==> src/rtl/disp_hex_scan_pkg.sv <==
// rtl/disp_hex_scan_pkg.sv - shared constants for the four-digit hex display scanner
// Contents: digit count, active-low segment table (a at bit 6, g at bit 0),
// all-segments-off and all-anodes-off constants.
package disp_hex_scan_pkg;

  localparam int NUM_DIGITS = 4;

  localparam logic [6:0] SEG_OFF = 7'h7F;
  localparam logic [3:0] AN_OFF  = 4'hF;

  // Index 0 is the first element of the concatenation.
  localparam logic [0:15][6:0] SEG_TABLE = {
    7'b0000001, 7'b1001111, 7'b0010010, 7'b0000110,
    7'b1001100, 7'b0100100, 7'b0100000, 7'b0001111,
    7'b0000000, 7'b0000100, 7'b0001000, 7'b1100000,
    7'b0110001, 7'b1000010, 7'b0110000, 7'b0111000
  };

endpackage

==> src/rtl/hex_to_sseg.sv <==
// rtl/hex_to_sseg.sv - 4-bit hex to 7-segment active-low decoder
// Ports: i_hex  - hex digit in
//        o_seg  - segments a..g, active-low, a at bit 6
module hex_to_sseg
  import disp_hex_scan_pkg::*;
(
  input  logic [3:0] i_hex,
  output logic [6:0] o_seg
);

  assign o_seg = SEG_TABLE[i_hex];

endmodule

==> src/rtl/disp_hex_scan.sv <==
// rtl/disp_hex_scan.sv - time-multiplexed four-digit hex display scanner
// Ports: clk        - system clock, rising edge
//        reset      - synchronous active-high reset
//        load       - strobe sampling hex_in/dp_in into the shadow register
//        hex_in     - four hex digits, digit 0 in bits [3:0]
//        dp_in      - decimal point per digit, 1 = lit
//        an         - digit enables, active-low
//        sseg       - segments, active-low, sseg[7] = dp, a at bit 6
//        digit_tick - one-clock pulse per slot advance
// Option: DISP_LZB_EN enables leading-zero blanking.
module disp_hex_scan
  import disp_hex_scan_pkg::*;
#(
  parameter int SCAN_BITS = 18,
  parameter int BLANK_CYC = 16
) (
  input  logic                  clk,
  input  logic                  reset,
  input  logic                  load,
  input  logic [15:0]           hex_in,
  input  logic [3:0]            dp_in,
  output logic [NUM_DIGITS-1:0] an,
  output logic [7:0]            sseg,
  output logic                  digit_tick
);

  logic [SCAN_BITS-1:0]  r_presc;
  logic [1:0]            r_idx;
  logic [15:0]           r_shadow_hex;
  logic [3:0]            r_shadow_dp;
  logic [15:0]           r_disp_hex;
  logic [3:0]            r_disp_dp;
  logic [NUM_DIGITS-1:0] r_an;
  logic [7:0]            r_sseg;
  logic                  r_tick;

  logic                  w_wrap;
  logic                  w_frame;
  logic                  w_blank;
  logic [3:0]            w_sel_hex;
  logic                  w_sel_dp;
  logic [6:0]            w_dec_seg;
  logic [6:0]            w_seg;
  logic [NUM_DIGITS-1:0] w_an_next;

  assign w_wrap  = &r_presc;
  // The frame boundary is the tick that takes the slot index from 3 back to 0.
  assign w_frame = w_wrap & (r_idx == 2'd3);

  generate
    if (BLANK_CYC == 0) begin : g_no_blank
      assign w_blank = 1'b0;
    end else begin : g_blank
      localparam logic [SCAN_BITS-1:0] BLANK_W = SCAN_BITS'(BLANK_CYC);
      assign w_blank = (r_presc < BLANK_W);
    end
  endgenerate

  always_comb begin
    w_sel_hex = r_disp_hex[3:0];
    case (r_idx)
      2'd0:    w_sel_hex = r_disp_hex[3:0];
      2'd1:    w_sel_hex = r_disp_hex[7:4];
      2'd2:    w_sel_hex = r_disp_hex[11:8];
      default: w_sel_hex = r_disp_hex[15:12];
    endcase
  end

  assign w_sel_dp = r_disp_dp[r_idx];

  hex_to_sseg u_dec (
    .i_hex (w_sel_hex),
    .o_seg (w_dec_seg)
  );

`ifdef DISP_LZB_EN
  // A digit is blanked when it and every digit above it are zero; digit 0 always shows.
  logic [3:0] w_lzb_mask;
  assign w_lzb_mask[3] = (r_disp_hex[15:12] == 4'h0);
  assign w_lzb_mask[2] = w_lzb_mask[3] & (r_disp_hex[11:8] == 4'h0);
  assign w_lzb_mask[1] = w_lzb_mask[2] & (r_disp_hex[7:4] == 4'h0);
  assign w_lzb_mask[0] = 1'b0;
  assign w_seg = w_lzb_mask[r_idx] ? SEG_OFF : w_dec_seg;
`else
  assign w_seg = w_dec_seg;
`endif

  assign w_an_next = w_blank ? AN_OFF : ~(4'b0001 << r_idx);

  always_ff @(posedge clk) begin
    if (reset) begin
      r_presc      <= '0;
      r_idx        <= 2'd0;
      r_shadow_hex <= 16'h0000;
      r_shadow_dp  <= 4'h0;
      r_disp_hex   <= 16'h0000;
      r_disp_dp    <= 4'h0;
      r_an         <= AN_OFF;
      r_sseg       <= 8'hFF;
      r_tick       <= 1'b0;
    end else begin
      r_presc <= r_presc + 1'b1;
      r_tick  <= w_wrap;
      if (w_wrap) begin
        r_idx <= r_idx + 2'd1;
      end
      // A load landing on the boundary bypasses the shadow so it shows this frame.
      if (w_frame) begin
        r_disp_hex <= load ? hex_in : r_shadow_hex;
        r_disp_dp  <= load ? dp_in  : r_shadow_dp;
      end
      if (load) begin
        r_shadow_hex <= hex_in;
        r_shadow_dp  <= dp_in;
      end
      r_an   <= w_an_next;
      r_sseg <= {~w_sel_dp, w_seg};
    end
  end

  assign an         = r_an;
  assign sseg       = r_sseg;
  assign digit_tick = r_tick;

endmodule

==> config.mk <==
export PLATFORM = sky130hd
export DESIGN_NAME = disp_hex_scan
export DESIGN_NICKNAME = d
export VERILOG_FILES = /design/src/rtl/disp_hex_scan_pkg.sv /design/src/rtl/hex_to_sseg.sv /design/src/rtl/disp_hex_scan.sv
export SDC_FILE = /design/constraint.sdc
export NUM_CORES = 1
export LEC_CHECK = 0
export ABC_AREA = 1
export CAP_MARGIN = 30
export CORE_AREA = 2 2 83 85
export CTS_BUF_LIST = sky130_fd_sc_hd__clkbuf_8
export DETAILED_ROUTE_END_ITERATION = 8
export DIE_AREA = 0 0 85 87
export PLACE_DENSITY = 0.86
export SETUP_SLACK_MARGIN = 0.02
export SYNTH_ARGS = -nofsm -noshare
export SYNTH_HDL_FRONTEND = slang
export SYNTH_SLANG_ARGS = --single-unit
==> constraint.sdc <==
create_clock -name clk -period 1.75 [get_ports clk]
set_clock_uncertainty 0.05 [all_clocks]
set_input_delay 0.35 -clock clk [delete_from_list [all_inputs] [get_ports clk]]
set_output_delay 0.35 -clock clk [all_outputs]
set_load 0.02 [all_outputs]
==> results.toml, run 1 <==
[run_status]
outcome = "finished with violations"
violations = "negative setup slack"

[timing]
min_period_over_period_pct = 103
setup_viol = 4
drv_slew = 0
layout_setup_ws_ns = -0.0577
max_freq_mhz = 553
tightest_slew_ns = 0.538
period_minus_slack_ns = 1.81
rsz0062_at_grt = "yes"
slew_headroom_pct = 64.1
hold_viol_final = 0

[worst_setup_path]
crit_type = "flip-flop to flip-flop"
r2r-start = "r_idx[1]"
reg2reg_to = "sseg[3]"
critical_path.endpoint_type = "flip-flop"
crit_fanout = 5
cp-start-kind = "flip-flop"
worst_r2r_path_depth = 10
critPathArrivalTime_ns = 2.04
critPathRequiredTime_ns = 1.98
r2r_slack_ns = -0.06

[floorplanning]
die_width_um = 85
start_util_pct = 51.5
core_mm2 = 0.00657
rows = 30
fp.dieArea_mm2 = 0.00740
die_h_um = 87
io_pins = 36

[pwr]
power_density_mw_per_mm2 = 779
sw_frac_of_total_pct = 23.0
p_total_mw = 3.46
seqPwrFrac_pct = 49.7
p_switching_mw = 0.794
leakagePower_nw = 1.84
intPower_mw = 2.66
pwr-share-clk_pct = 43.6
comb_power_share_pct = 6.8
ir_drop_mv = 0.496

[finish]
num-nets-final = 556
fillers = 481
final_cell_mix = "nand2_1, dfxtp_1, inv_1, nor2_1, clkdlybuf4s50_1"
antennaDiodeCount = 0
design_area_mm2 = 0.00444
mostFrequentLayoutCell = "nand2_1"
layout-drive-gt1-share_pct = 18.0
area_delta_synth_final_pct = 31.2

[clocking]
clock_path_buffers = 2
cts-htree-levels = 3
worstSkewPairLatency_ns = 0.35
clk_pin_slew_ns = 0.08
cts_tree = "built"
cts-root-buf = "clkbuf_8"
cts_sinks = 73
numCtsBuffers = 9

[synthesis]
seq_area_frac_synth_pct = 43.2
synth_area_mm2 = 0.00338
postSynthCellCount = 470
yosys_warnings = 0
avgSynthCellArea_um2 = 7.20
synth_nets = 504
synth-seq-cells = 73
yosysUniqueCellTypes = 29

[grt]
antenna_found_initial = 0
grt_usage_pct = 21.0
grt_max_degree = 41
grt_pass1_wl_um = 12500
grt_pass1_vias = 2874
grt_overflow = 0

[placement]
io_buffer_count = 35
dp_hpwl_um = 4790
gp_congestion = 0.919
dpl-instance-area_mm2 = 0.00387

[routing]
drc = 0
dr_total_vias = 3295
via_per_inst = 5.43
first_iter_violations = 231
final_antenna_net_count = 0
first_pass_iters = 5
wl_um = 8860
wire_per_inst_um = 14.6

[worst_hold_path]
holdPathEnd = "r_disp_hex[2]"
worstHoldStart = "reset"
hp-class = "input pin to flip-flop"
hold_depth = 3

[run]
maxCapViolCount = 0
==> repair_timing <==
| item | in CTS | in global routing |
|---|---|---|
| endpoints found under the setup margin | 25 | 30 |
| gates cloned | 0 | 4 |
| pin swaps | 2 | 16 |
| setup buffers | 2 | 7 |
| hold buffers | 0 | 0 |
| resized for setup | 6 | 50 |
==> layer usage <==
| layer | share of wire [%] | global-route usage (%) | vias to the layer above |
|---|---|---|---|
| li1 | - | - | 1625 |
| met1 | 40 | 25.6 | 1491 |
| met2 | 51 | 35.3 | 154 |
| met3 | 6.2 | 4.93 | 25 |
| met4 | 2.9 | 9.38 | 0 |
| met5 | 0 | 0 | - |
==> sequential cells by signal, summed over array words and instances, names as in the netlist <==
name	flops
r_presc	18
r_disp_hex	16
r_shadow_hex	16
sseg	8
an	4
r_disp_dp	4
r_shadow_dp	4
r_idx	2
digit_tick	1
==> synthesized netlist by cell type <==
cell type	number	share of area [%]
nand3_1	25	3.7
nor2_2	1	0.18
buf_2	6	0.89
o22ai_1	3	0.55
o22ai_2	1	0.37
nor3_1	3	0.44
o21ai_0	11	1.6
o21a_1	21	4.7
nand3_2	1	0.30
a31oi_1	1	0.18
xnor2_1	2	0.52
xor2_1	1	0.26
nor2_4	1	0.33
nor2_1	51	5.7
clkbuf_2	1	0.15
clkbuf_1	8	0.89
nand4_1	22	4.1
nand2_2	4	0.74
a21oi_1	33	4.9
nor2_8	1	0.59
buf_1	3	0.33
inv_2	1	0.11
buf_6	2	0.67
nor4_1	3	0.55
nand2_1	117	13
inv_1	61	6.8
dfxtp_1	73	43
ha_1	11	4.1
or2_2	2	0.37
==> worst max-delay path: stages, from the launching register on <==
cell     delay (ns)
dfxtp_4        0.42
inv_4          0.07
ha_4           0.18
nand2_2        0.07
nand2_2        0.09
o22ai_2        0.26
ha_2           0.30
nand2_1        0.11
nand2_2        0.08
nand2_1        0.05
nand3_1        0.06
==> cell families after synthesis <==
| family | share of synthesized area [%] |
|---|---|
| buf+inv | 9.80 |
| xor+xnor | 0.776 |
| fa+ha+maj | 4.07 |
| simple gates | 29.9 |
| flops | 43.2 |
| compound gates | 12.3 |
==> power groups by stage <==
stage | combinational, mW | clock (mW) | sequential (mW)
CTS | 0.233 | 1.52 | 1.72
floorplan | 0.128 | 0 | 1.77
global route | 0.264 | 1.60 | 1.72
finish | 0.235 | 1.51 | 1.72
global placement | 0.228 | 0 | 1.76
detailed placement | 0.232 | 0 | 1.76
==> cell type report <==
| type | count | area, um^2 | share of cell area [%] |
|---|---|---|---|
| Multi-Input combinational cell | 318 | 1830 | 41.2 |
| Inverter | 62 | 243 | 5.46 |
| Tap cell | 80 | 100 | 2.25 |
| Sequential cell | 73 | 1470 | 33.1 |
| Clock inverter | 6 | 91.3 | 2.06 |
| Clock buffer | 10 | 138 | 3.10 |
| Timing Repair Buffer | 58 | 568 | 12.8 |
==> worst max-delay path by stage <==
stage	from	to	cells after the start
2_1_floorplan	r_idx[0]	sseg[3]	11
3_3_place_gp	r_presc[1]	r_disp_hex[4]	8
3_5_place_dp	r_idx[1]	sseg[3]	11
4_1_cts	r_idx[0]	sseg[3]	10
5_1_grt	r_idx[1]	sseg[0]	12
6_report	r_idx[1]	sseg[3]	10
==> through the flow <==
step	setup TNS [ns]	hold slack, ns	instances	util (%)	setup WS (ns)
4_1_cts	-0.0492	0.360	596	63.0	-0.0224
3_3_place_gp	0	0.404	578	58.9	0.0243
3_5_place_dp	-0.438	0.407	578	58.9	-0.0543
6_report	-0.137	0.385	607	67.6	-0.0577
2_1_floorplan	0	0.387	470	-	0.0313
5_1_grt	-0.565	0.402	607	67.6	-0.114
(Power assumes the default switching activity.)
==> inputs of run 2 (changes only) <==
--- a/config.mk
+++ b/config.mk
@@ -7,12 +7,13 @@
 export LEC_CHECK = 0
 export ABC_AREA = 1
 export CAP_MARGIN = 30
-export CORE_AREA = 2 2 83 85
+export CORE_AREA = 2 2 84 86
 export CTS_BUF_LIST = sky130_fd_sc_hd__clkbuf_8
 export DETAILED_ROUTE_END_ITERATION = 8
-export DIE_AREA = 0 0 85 87
+export DIE_AREA = 0 0 86 88
 export PLACE_DENSITY = 0.86
 export SETUP_SLACK_MARGIN = 0.02
 export SYNTH_ARGS = -nofsm -noshare
 export SYNTH_HDL_FRONTEND = slang
+export SYNTH_HIERARCHICAL = 1
 export SYNTH_SLANG_ARGS = --single-unit
==> run 2 against run 1 <==
Against the previous run: the flow still finishes with violations (negative setup slack); power fell by 6.0%; sequential cell count did not move; largest power group unchanged; fmax fell by 8.9%; final cell count rose by 3.6%; clock power fell by 13%.
==> results.toml, run 2 <==
[run_status]
outcome = "finished with violations"
violations = "negative setup slack"

[clocking]
clk_pin_slew_ns = 0.07
cts_sinks = 73
cts-htree-levels = 3
numCtsBuffers = 9
cts_hold_buffers = 0
clock_path_buffers = 2
cts_tree = "built"
cts-root-buf = "clkbuf_8"
worstSkewPairLatency_ns = 0.34

[finish]
area_delta_synth_final_pct = 28.0
largest_register_ffs = 18
final_cell_mix = "nand2_1, inv_1, dfxtp_1, nor2_1, clkdlybuf4s50_1"
fin_util_pct = 66.3
antennaDiodeCount = 0
num-nets-final = 579
largestRegisters = "r_presc (18), r_disp_hex (16), r_shadow_hex (16)"
final_cells = 629
max_flop_register = "r_presc"
layout-drive-gt1-share_pct = 16.4
design_area_mm2 = 0.00441
mostFrequentLayoutCell = "nand2_1"

[worst_setup_path]
cp-start-kind = "flip-flop"
r2r_slack_ns = -0.23
worst_r2r_path_depth = 13
critical_path.endpoint_type = "flip-flop"
critPathRequiredTime_ns = 1.93
r2r-start = "r_idx[0]"
reg2reg_to = "sseg[2]"
crit_type = "flip-flop to flip-flop"
crit_fanout = 5
worstSetupStartpoint = "r_idx[0]"
critPathArrivalTime_ns = 2.16

[synthesis]
synthArstFlopShare_pct = 0
synth-edff-count = 0
postSynthCellCount = 494
synth_top_area_share_pct = 42.5
synth_top_area_cell = "dfxtp_1"
seq_area_frac_synth_pct = 42.5
synthTopCellsByCount = "nand2_1, inv_1, dfxtp_1"
synth_area_mm2 = 0.00344
yosys_warnings = 6
yosysMostFrequentCell = "nand2_1"
synth-seq-cells = 73
synth_nets = 529
ys.flop_type = "dfxtp_1"
synthTopCellsByArea = "dfxtp_1, nand2_1, inv_1"
yosysUniqueCellTypes = 30
avgSynthCellArea_um2 = 6.97

[worst_hold_path]
worstHoldStart = "r_presc[0]"
hold_depth = 1
holdPathEnd = "r_presc[0]"
hp-class = "flip-flop to flip-flop"

[routing]
dr_total_vias = 3103
wire_per_inst_um = 11.3
drc = 0
via_per_inst = 4.93
first_iter_violations = 130
final_antenna_net_count = 0
first_pass_iters = 4
wl_um = 7110

[grt]
grt_max_degree = 41
grt_pass1_vias = 2795
antenna_found_initial = 0
grt_pass1_wl_um = 12000
grt_usage_pct = 19.9
grt_overflow = 0

[pwr]
comb_power_share_pct = 6.6
pwr-share-clk_pct = 40.6
p_total_mw = 3.25
ir_drop_mv = 0.395
sw_frac_of_total_pct = 22.1
leakagePower_nw = 1.95
intPower_mw = 2.53
p_switching_mw = 0.720
power_density_mw_per_mm2 = 738
seqPwrFrac_pct = 52.8

[placement]
gp_congestion = 0.885
dp_hpwl_um = 5110
io_buffer_count = 35
dp_cells = 609
dpl-instance-area_mm2 = 0.00411

[timing]
setup_viol = 7
max_freq_mhz = 504
min_period_over_period_pct = 113
drv_slew = 0
rsz0062_at_grt = "yes"
period_minus_slack_ns = 1.98
slew_headroom_pct = 77.9
hold_viol_final = 0
hold_ws_ns = 0.387
tightest_slew_ns = 0.329
layout_setup_ws_ns = -0.233

[floorplanning]
io_pins = 36
die_h_um = 88
die_width_um = 86
fp.dieArea_mm2 = 0.00757
core_mm2 = 0.00664
rows = 30
start_util_pct = 51.8

[run]
maxCapViolCount = 0
[run 2: how the worst max path moves through the flow]
stage                   end  slack (ns)  cells past startpoint
floorplan           sseg[6]       -0.12                     11
finish              sseg[2]       -0.23                     13
detailed placement  sseg[6]       -0.21                     13
CTS                 sseg[6]       -0.18                     13
global placement    sseg[6]       -0.14                     13
global route        sseg[6]       -0.34                     13
[run 2: cell type report]
| class | count | area (um^2) |
|---|---|---|
| tap | 80 | 100 |
| sequential | 73 | 1470 |
| clock inverter | 5 | 48.8 |
| fill | 547 | 2240 |
| multi-input combinational | 310 | 1690 |
| clock buffer | 11 | 151 |
| timing repair buffer | 61 | 599 |
| inverter | 89 | 352 |
[run 2: metrics by stage]
stage	TNS, ns	worst slack [ns]
after floorplan	-0.727	-0.123
after global placement	-0.828	-0.139
after detailed placement	-1.28	-0.212
after CTS	-1.02	-0.177
after global routing	-2.02	-0.343
final	-1.33	-0.233
[run 2: cells by family after synthesis]
logic type,after synthesis,share of synthesized area (%)
adders and majority gates,12,4.36
AOI/OAI and AO/OA,59,8.91
DFF,73,42.5
xor gates and xnor gates,3,0.763
buffers and inverters,111,12.9
and+or+nand+nor,236,30.6
[run 2: power by group through the flow]
| stage | Combinational, mW | Clock (mW) | Sequential, mW |
|---|---|---|---|
| after CTS | 0.216 | 1.35 | 1.71 |
| after global placement | 0.209 | 0 | 1.75 |
| after floorplan | 0.107 | 0 | 1.76 |
| final | 0.215 | 1.32 | 1.72 |
| after detailed placement | 0.214 | 0 | 1.75 |
| after global routing | 0.240 | 1.42 | 1.72 |
[run 2: critical path, cell delays in order (launching register included)]
cell and delay (ns):
dfxtp_4 0.38, inv_2 0.06, ha_4 0.17, inv_6 0.07
o22ai_4 0.06, a21oi_2 0.16, o21ai_4 0.10, inv_4 0.10
buf_4 0.12, ha_1 0.15, nand2_1 0.06, nand3_1 0.08
nand2_1 0.04, or2_2 0.26
[run 2: per-layer routing]
metal / global-route usage [%] / routed length [um]
met1: 23.2 / 3230
met2: 35.2 / 3570
met3: 5.00 / 222
met4: 7.65 / 87
met5: 0 / 0
[run 2: what timing repair did]
item,CTS,global route
setup buffers,1,3
pin swaps,2,4
endpoints found under the setup margin,7,30
resized for setup,6,13
==> inputs of run 3 (changes only) <==
--- a/config.mk
+++ b/config.mk
@@ -11,8 +11,9 @@
 export CTS_BUF_LIST = sky130_fd_sc_hd__clkbuf_8
 export DETAILED_ROUTE_END_ITERATION = 8
 export DIE_AREA = 0 0 86 88
-export PLACE_DENSITY = 0.86
+export PLACE_DENSITY = 0.77
 export SETUP_SLACK_MARGIN = 0.02
+export SKIP_CTS_REPAIR_TIMING = 1
 export SYNTH_ARGS = -nofsm -noshare
 export SYNTH_HDL_FRONTEND = slang
 export SYNTH_HIERARCHICAL = 1
==> constraint.sdc (replaced) <==
create_clock -name clk -period 1.75 [get_ports clk]
set_clock_uncertainty 0.05 [all_clocks]
set_input_delay 0.525 -clock clk [delete_from_list [all_inputs] [get_ports clk]]
set_output_delay 0.525 -clock clk [all_outputs]
set_load 0.02 [all_outputs]
==> run 3 against run 2 <==
Against the previous run: the flow still finishes with violations (negative setup slack); power fell by 1.1%; sequential share of layout area fell by 1.1 points; highest routed layer unchanged; non-clock buffer count rose by 17; register-to-register slack improved by 0.06 ns; wire length rose by 2.3%; clock power fell by 5%; setup slack improved by 0.065 ns; sequential power barely moved; first-iteration DRC count rose by 59%; utilization rose by 2.2 points; critical endpoint is now sseg[6].
==> results.toml, run 3 (same netlist as run 2, synthesis figures left out) <==
[worst_setup_path]
crit_type = "flip-flop to flip-flop"
worstSetupStartpoint = "r_idx[1]"
r2r-start = "r_idx[1]"
crit_fanout = 5
critPathArrivalTime_ns = 2.11
cp-start-kind = "flip-flop"
critical_path.endpoint_type = "flip-flop"
critPathRequiredTime_ns = 1.94

[grt]
grt_max_degree = 35
grt_usage_pct = 19.6
grt_pass1_wl_um = 11900
grt_overflow = 0
grt_pass1_vias = 2815
antenna_found_initial = 0

[pwr]
power_density_mw_per_mm2 = 707
ir_drop_mv = 0.351
p_total_mw = 3.22
leakagePower_nw = 2.09

[floorplanning]
io_pins = 36
fp.dieArea_mm2 = 0.00757
rows = 30
core_mm2 = 0.00664
start_util_pct = 51.8
die_h_um = 88
die_width_um = 86

[finish]
num-nets-final = 596
design_area_mm2 = 0.00455
fin_util_pct = 68.5
layout-drive-gt1-share_pct = 20.5
mostFrequentLayoutCell = "nand2_1"
area_delta_synth_final_pct = 32.2
fillers = 520
antennaDiodeCount = 0
max_flop_register = "r_presc"
final_cell_mix = "nand2_1, inv_1, dfxtp_1, nor2_1, buf_4"
largest_register_ffs = 18
final_cells = 646
largestRegisters = "r_presc (18), r_disp_hex (16), r_shadow_hex (16)"

[placement]
dp_cells = 625
gp_congestion = 0.833
dp_hpwl_um = 4940
dpl-instance-area_mm2 = 0.00422
io_buffer_count = 35

[clocking]
cts_sinks = 73
cts_tree = "built"
numCtsBuffers = 9
cts-htree-levels = 3
clk_pin_slew_ns = 0.07
worstSkewPairLatency_ns = 0.35
cts-root-buf = "clkbuf_8"
clock_path_buffers = 2

[routing]
first_iter_violations = 207
wl_um = 7280
dr_total_vias = 3170
first_pass_iters = 4
wire_per_inst_um = 11.3
final_antenna_net_count = 0
via_per_inst = 4.91
drc = 0

[timing]
hold_viol_final = 0
hold_ws_ns = 0.367
setup_viol = 7
min_period_over_period_pct = 110
slew_headroom_pct = 79.8
max_freq_mhz = 521
tightest_slew_ns = 0.301
layout_setup_ws_ns = -0.169
drv_slew = 0
period_minus_slack_ns = 1.92
rsz0062_at_grt = "yes"

[run_status]
violations = "negative setup slack"
outcome = "finished with violations"

[run]
maxCapViolCount = 0

[worst_hold_path]
worstHoldStart = "r_presc[0]"
hp-class = "flip-flop to flip-flop"
## run 3: changes by cell type in the layout (fill, tap and decap cells not counted), sizes merged
cell	previous run	this run
clkdlybuf4s50	35	22
dlymetal6s2s	0	13
bufinv	1	0
clkbuf	11	12
clkinv	0	3
inv	92	89
buf	26	43
## run 3: layout make-up
class / count / area [um^2] / share of cell area (%)
Clock buffer: 12 / 165 / 3.63
Clock inverter: 4 / 26.3 / 0.577
Inverter: 89 / 349 / 7.67
Multi-Input combinational cell: 310 / 1700 / 37.3
Sequential cell: 73 / 1470 / 32.3
Tap cell: 80 / 100 / 2.20
Timing Repair Buffer: 78 / 741 / 16.3
## run 3: worst max-delay path, stage by stage, from the launching register on
cell and delay, ns:
dfxtp_4 0.37, inv_4 0.07, ha_4 0.13, inv_4 0.05
o22ai_4 0.14, a21oi_2 0.06, o21ai_4 0.18, inv_4 0.08
ha_2 0.18, inv_2 0.07, nand2_1 0.07, nand3_1 0.09
nand2_1 0.06, or2_4 0.21
## run 3: path summary, 6_finish.rpt
kind | to | slack (ns) | cells after the start
max | sseg[6] | -0.17 | 13
max reg2reg | sseg[6] | -0.17 | 13
min | r_presc[0] | 0.37 | 1
min reg2reg | r_presc[0] | 0.37 | 1
## run 3: through the flow
| step | setup slack, ns | setup TNS, ns |
|---|---|---|
| after floorplan | -0.123 | -0.727 |
| after global placement | -0.151 | -1.58 |
| after detailed placement | -0.190 | -2.15 |
| after CTS | -0.203 | -2.47 |
| after global routing | -0.269 | -1.72 |
| final | -0.169 | -1.04 |
## run 3: power by group
| part | internal (mW) | switching [mW] | total (mW) |
|---|---|---|---|
| clock | 0.628 | 0.617 | 1.25 |
| sequential | 1.70 | 0.0116 | 1.71 |
| combinational | 0.141 | 0.116 | 0.257 |
| total | 2.47 | 0.745 | 3.22 |
## run 3: layer usage
metal  up-vias  GRT usage [%]  share of wire (%)
met2        86           32.1                 48
met1      1417           24.7                 45
met3        10           4.62                5.6
met5         -              0                  0
met4         0           8.37                1.3
li1       1657              -                  -
